[src/rtl/sprite_commit_pkg.sv]
// rtl/sprite_commit_pkg.sv - shared state type, register selects and defaults for the sprite commit block
package sprite_commit_pkg;

    typedef enum logic [1:0] {
        IDLE  = 2'd0,
        DRAIN = 2'd1,
        DONE  = 2'd2
    } commit_state_t;

    localparam logic [2:0] SEL_SPR0_X      = 3'd0;
    localparam logic [2:0] SEL_SPR0_Y      = 3'd1;
    localparam logic [2:0] SEL_SPR0_BMP_LO = 3'd2;
    localparam logic [2:0] SEL_SPR0_BMP_HI = 3'd3;
    localparam logic [2:0] SEL_SPR1_X      = 3'd4;
    localparam logic [2:0] SEL_SPR1_Y      = 3'd5;
    localparam logic [2:0] SEL_SPR1_BMP_LO = 3'd6;
    localparam logic [2:0] SEL_SPR1_BMP_HI = 3'd7;

    localparam int DEFAULT_DEPTH = 4;
    localparam int DEFAULT_DW    = 32;

endpackage

[src/rtl/sprite_commit_fifo.sv]
// rtl/sprite_commit_fifo.sv - synchronous FIFO of {sel, data} updates with occupancy, full and empty
module sprite_commit_fifo
    import sprite_commit_pkg::*;
#(
    parameter int DEPTH = DEFAULT_DEPTH,
    parameter int W     = DEFAULT_DW + 3,
    parameter int LW    = $clog2(DEPTH + 1)
) (
    input  logic          clk,
    input  logic          rst,
    input  logic          push,
    input  logic [W-1:0]  push_data,
    input  logic          pop,
    output logic [W-1:0]  pop_data,
    output logic [LW-1:0] level,
    output logic          full,
    output logic          empty
);

    localparam int AW = $clog2(DEPTH);

    logic [W-1:0]  mem [DEPTH];
    logic [AW-1:0] wr_ptr;
    logic [AW-1:0] rd_ptr;
    logic          do_push;
    logic          do_pop;

    assign full     = (level == LW'(DEPTH));
    assign empty    = (level == '0);
    // A full FIFO refuses a push even when the head leaves in the same cycle.
    assign do_push  = push && !full;
    assign do_pop   = pop && !empty;
    assign pop_data = mem[rd_ptr];

    always_ff @(posedge clk) begin
        if (do_push) begin
            mem[wr_ptr] <= push_data;
        end
    end

    // DEPTH is a power of two, so the pointers wrap naturally.
    always_ff @(posedge clk or posedge rst) begin
        if (rst) begin
            wr_ptr <= '0;
            rd_ptr <= '0;
            level  <= '0;
        end else begin
            if (do_push) begin
                wr_ptr <= wr_ptr + 1'b1;
            end
            if (do_pop) begin
                rd_ptr <= rd_ptr + 1'b1;
            end
            if (do_push && !do_pop) begin
                level <= level + 1'b1;
            end else if (do_pop && !do_push) begin
                level <= level - 1'b1;
            end
        end
    end

endmodule

[src/rtl/sprite_vblank_commit.sv]
// rtl/sprite_vblank_commit.sv - queues sprite register updates and commits them only during vertical blanking
// Optional frame counter enabled by SPRITE_COMMIT_FRAMECNT_EN.
module sprite_vblank_commit
    import sprite_commit_pkg::*;
#(
    parameter int DEPTH = DEFAULT_DEPTH,
    parameter int DW    = DEFAULT_DW,
    parameter int LW    = $clog2(DEPTH + 1)
) (
    input  logic          clk,
    input  logic          rst,
    input  logic          wr_valid,
    output logic          wr_ready,
    input  logic [2:0]    wr_sel,
    input  logic [DW-1:0] wr_data,
    input  logic          vblank_start,
    input  logic          vblank,
    input  logic          commit_en,
    input  logic          flag_clr,
    output logic          cmt_valid,
    output logic [2:0]    cmt_sel,
    output logic [DW-1:0] cmt_data,
    output logic [LW-1:0] level,
    output logic          overflow,
    output logic          late,
    output logic          done_pulse,
    output logic [7:0]    frame_cnt
);

    commit_state_t state_q;
    commit_state_t state_d;

    logic          fifo_pop;
    logic          fifo_full;
    logic          fifo_empty;
    logic          push_fire;
    logic          set_late;
    logic [DW+2:0] head;

    assign wr_ready   = !fifo_full;
    assign push_fire  = wr_valid && !fifo_full;
    assign done_pulse = (state_q == DONE);

    sprite_commit_fifo #(
        .DEPTH (DEPTH),
        .W     (DW + 3),
        .LW    (LW)
    ) u_fifo (
        .clk       (clk),
        .rst       (rst),
        .push      (wr_valid),
        .push_data ({wr_sel, wr_data}),
        .pop       (fifo_pop),
        .pop_data  (head),
        .level     (level),
        .full      (fifo_full),
        .empty     (fifo_empty)
    );

    always_comb begin
        state_d  = state_q;
        fifo_pop = 1'b0;
        set_late = 1'b0;
        case (state_q)
            IDLE: begin
                if (vblank_start && commit_en) begin
                    state_d = DRAIN;
                end
            end
            DRAIN: begin
                if (!commit_en) begin
                    state_d = IDLE;
                end else if (!vblank) begin
                    state_d  = IDLE;
                    set_late = !fifo_empty;
                end else if (!fifo_empty) begin
                    fifo_pop = 1'b1;
                end else if (!push_fire) begin
                    // An entry arriving into an empty queue keeps the drain open for it.
                    state_d = DONE;
                end
            end
            DONE: begin
                state_d = IDLE;
            end
            default: begin
                state_d = IDLE;
            end
        endcase
    end

    always_ff @(posedge clk or posedge rst) begin
        if (rst) begin
            state_q   <= IDLE;
            cmt_valid <= 1'b0;
            cmt_sel   <= '0;
            cmt_data  <= '0;
        end else begin
            state_q   <= state_d;
            cmt_valid <= fifo_pop;
            if (fifo_pop) begin
                cmt_sel  <= head[DW+2:DW];
                cmt_data <= head[DW-1:0];
            end
        end
    end

    // Setting a sticky flag wins over clearing it in the same cycle.
    always_ff @(posedge clk or posedge rst) begin
        if (rst) begin
            overflow <= 1'b0;
            late     <= 1'b0;
        end else begin
            if (wr_valid && fifo_full) begin
                overflow <= 1'b1;
            end else if (flag_clr) begin
                overflow <= 1'b0;
            end
            if (set_late) begin
                late <= 1'b1;
            end else if (flag_clr) begin
                late <= 1'b0;
            end
        end
    end

`ifdef SPRITE_COMMIT_FRAMECNT_EN
    logic [7:0] frame_q;

    always_ff @(posedge clk or posedge rst) begin
        if (rst) begin
            frame_q <= '0;
        end else if (vblank_start) begin
            frame_q <= frame_q + 8'd1;
        end
    end

    assign frame_cnt = frame_q;
`else
    assign frame_cnt = 8'd0;
`endif

endmodule
[config.mk]
export PLATFORM = sky130hd
export DESIGN_NAME = sprite_vblank_commit
export DESIGN_NICKNAME = d
export VERILOG_FILES = /design/src/rtl/sprite_commit_pkg.sv /design/src/rtl/sprite_commit_fifo.sv /design/src/rtl/sprite_vblank_commit.sv
export SDC_FILE = /design/constraint.sdc
export NUM_CORES = 1
export LEC_CHECK = 0
export CAP_MARGIN = 20
export CORE_ASPECT_RATIO = 0.75
export CORE_MARGIN = 4
export CORE_UTILIZATION = 31
export CTS_CLUSTER_DIAMETER = 150
export DETAILED_ROUTE_END_ITERATION = 10
export PLACE_DENSITY = 0.62
export SETUP_SLACK_MARGIN = 0.4
export SYNTH_ARGS = -nofsm -noshare
export SYNTH_HDL_FRONTEND = slang
export SYNTH_SLANG_ARGS = --single-unit
[constraint.sdc]
create_clock -name clk -period 6.14 [get_ports clk]
set_input_delay 0.921 -clock clk [delete_from_list [all_inputs] [get_ports clk]]
set_output_delay 0.921 -clock clk [all_outputs]
set_load 0.05 [all_outputs]
==> results.md <==
* Clock latency on the worst-skew pair at approximately 430 ps
* Row count at 47
* CTS Buffer Depth at 2
* Top area cells in the synthesized netlist: edfxtp_1 59%, dfrtp_1 16%, mux4_2 8.8%, mux2_4 5.4%, mux4_1 2.6%
* Startpoint Class: primary input
* CP required at approximately 6500 ps
* Number of buffers created by CTS at 17
* Seq pwr share at 43.1%
* Clock Skews at 13.5 ps
* Worst VDD drop at slightly above 0.2 mV
* Fin. max-slew vios at 0
* Number of DRC markers in iteration 0 at around 160
* Remaining DRCs at 0
* Overall Global Routing Usage at between 10% and 20%
* Post-synthesis sequential area ratio at 74.9%
* Initial antenna violation count at 0
* Most instantiated cells after synthesis: 140 x edfxtp_1, 47 x dfrtp_1, 28 x mux4_2
* Final wirelength at between 10 and 15 mm
* Buffers on Ports at 84
* Tmin final at 3090 ps
* Setup TNS Final at 0 ps
* Finished Cell Area at 8860 µm²
* Cell mode on critical path: inv_1
* Mapped Avg Cell Area at between 20 and 25 µm²
* Slowest cell on crit path: buf_4
* Worst path max stage delay at 580 ps
* GR Overflow Total at 0
* Hold buffer count at cts at 0
* Pwr per Cell Area at roughly 510 nW/µm²
* Num ports at 93
* Root Driver: clkbuf_16
* Die width at around 180 µm
* Cell accounting for the most synthesized area: edfxtp_1
* Core Area at between 20000 and 25000 µm²
* Syn Inst Count at 322
* GP Congestion at roughly 0.67
* Layout cells sized above 1 at around 25%
* First-pass DRT Iterations at 4
* Tcrit/Tclk final at between 50% and 60%
* Number of synthesized flops with an enable pin at 140
* Vias in the first global route at about 3.5k
* Unrepaired setup endpoints after global routing: false
* Synthesized flop and latch total at 187
* Hold Fails Final Rpt at 0
* Fraction of registers with async set/reset at 25.1%
* TritonCTS Sinks at around 190
* Clk network pwr share at a little under a quarter
* Int Pwr at 2920 µW
* Netlist cell types at 29
* Resized Gates After CTS at 0
* Postcts setup bufs at 0
* TritonCTS clock tree: built
* Crit Path Max Fanout at 38
* CP Class: in -> reg
* DR WL/cell at 18.7 µm
* Count leader, synth: edfxtp_1
* Outcome: completed
* Cell Area, Placed at around 8300 µm²
* Largest net degree at the start of global routing at 39
* LEAKAGE at around 0.0031 µW
* Routed Antenna Nets at 0
* Crit-path cells: clkdlybuf4s50_1 -> nand4b_1 -> nor2_4 -> buf_4 -> inv_1 -> ha_1 -> inv_1 -> fa_1 -> mux2_2
* Maximum capacitance violations at 0
* Vias per cell at around 4.5
* Max-Slew Margin vs Limit at roughly a third
* Initial Utilization at 32.0%
* First-pass GRT wire length at 20.5 mm
* Ys flop type: edfxtp_1
* Synth warnings at 0
* Synth top area share at between 50% and 60%
* Clk slew on worst S/H paths at approximately 70 ps
* Die extent in y at around 140 µm
* Switching Share at a little over a third
* Post-DP HPWL at 8.16 mm
* Area growth from synthesis to layout at 23.4%
* Die ar. at around 26000 µm²
* CP arrival at 3400 ps
* Slew @ Worst Pin at between 1000 and 1500 ps
* Mapped Area at 7180 µm²
* Final #Nets at roughly 460
* Fmax at between 300 and 400 MHz
* Final Setup Violations at 0
* Ant diodes at 0
* Logic pwr share at between 30% and 40%
* NetSw at 1570 µW
* Hold WC Path Type: reg -> reg
* Via count at between 3k and 4k
* Endpoint type of the worst setup path: register
* H-tree Lvls at 4
## worst max-delay path, delay by kind of cell
family,cells,cell delay (ps)
buffers and inverters,4,1260
muxes,1,260
and+or+nand+nor,2,330
adders and majority gates,2,630
## cell usage in the layout (no fill, tap or decap)
cell type / Yosys / routed
edfxtp_1: 140 / 140
clkdlybuf4s50_1: 0 / 84
dfrtp_1: 47 / 45
mux4_2: 28 / 28
mux2_4: 26 / 26
clkbuf_16: 0 / 17
mux2_2: 11 / 11
conb_1: 1 / 8
inv_1: 8 / 7
mux4_1: 7 / 7
clkinv_4: 0 / 6
ha_1: 5 / 5
xor2_1: 4 / 4
and2_2: 0 / 4
inv_6: 0 / 4
nor3b_1: 3 / 3
nor2b_1: 3 / 3
xnor2_1: 2 / 2
nor2_1: 3 / 2
inv_8: 0 / 2
buf_4: 9 / 2
dfrtp_2: 0 / 2
nor3_2: 1 / 1
nand4b_1: 1 / 1
nor2_4: 0 / 1
nand3b_1: 1 / 1
o32ai_1: 1 / 1
nand2_1: 1 / 1
o21ai_0: 1 / 1
or4_1: 1 / 1
a31oi_1: 1 / 1
inv_2: 0 / 1
fa_1: 1 / 1
clkinvlp_4: 0 / 1
clkbuf_1: 2 / 1
clkinv_8: 0 / 1
buf_12: 0 / 1
## cell families (layout without fill, tap and decap cells)
kind of cell             Yosys count  after routing  share of synthesized area, %
AO/OA/AOI/OAI                      3              3                         0.279
XOR/XNOR                           6              6                         0.732
adder cells (fa/ha/maj)            6              6                          1.15
buffers and inverters             29            127                          2.75
flip-flops                       187            187                          74.9
multiplexers                      72             72                          18.5
other                              1              8                        0.0522
AND/OR/NAND/NOR                   18             18                          1.60
## state kept, by name, summed over array words and instances, names as in the netlist
signal and cells:
cmt_sel 3, u_fifo.rd_ptr 2, cmt_valid 1, overflow 1, state_q 2, cmt_data 32
u_fifo.level 3, u_fifo.mem 140, u_fifo.wr_ptr 2, late 1
## power by group through the flow
stage | Clock, µW | Combinational [µW] | Sequential [µW]
3_5_place_dp | 0 | 1550 | 1960
4_1_cts | 1060 | 1550 | 1940
5_1_grt | 1110 | 1610 | 1980
3_3_place_gp | 0 | 1530 | 1950
6_report | 1030 | 1520 | 1930
2_1_floorplan | 0 | 716 | 2300
## final cells by class
cell class              count  area (µm²)
clock buffers              18         429
multi-input cells         113        1640
fillers                  1983       13500
flip-flops and latches    187        5380
well taps                 294         368
clock inverters            14         134
repair buffers             87         876
inverters                   8        30.0
## layer usage
layer | wire length, µm | GRT usage, %
met1 | 5950 | 14.3
met2 | 6670 | 17.1
met3 | 748 | 3.03
met4 | 123 | 3.97
met5 | 0 | 0
## through the flow
step	power [µW]	instances	setup slack [ps]	hold WS [ps]	util, %
after global routing	4700	721	2930	506	39.5
after detailed placement	3510	689	2560	463	37.0
after global placement	3480	688	2620	450	36.9
final	4480	721	3050	477	39.5
after CTS	4560	721	3030	477	39.5
after floorplan	3010	329	3560	428	-
## final timing paths
path	startpoint	end	slack (ps)	cells past startpoint
max in group asynchronous	rst	u_fifo.rd_ptr[1]	4780	3
setup / recovery	vblank	u_fifo.level[1]	3050	9
hold / removal	state_q[1]	state_q[0]	480	1
min in group asynchronous	rst	cmt_data[7]	820	2
setup reg to reg	state_q[1]	u_fifo.level[1]	3590	8
hold reg to reg	state_q[1]	state_q[0]	480	1
No activity file was read; power rests on OpenSTA's default activity.
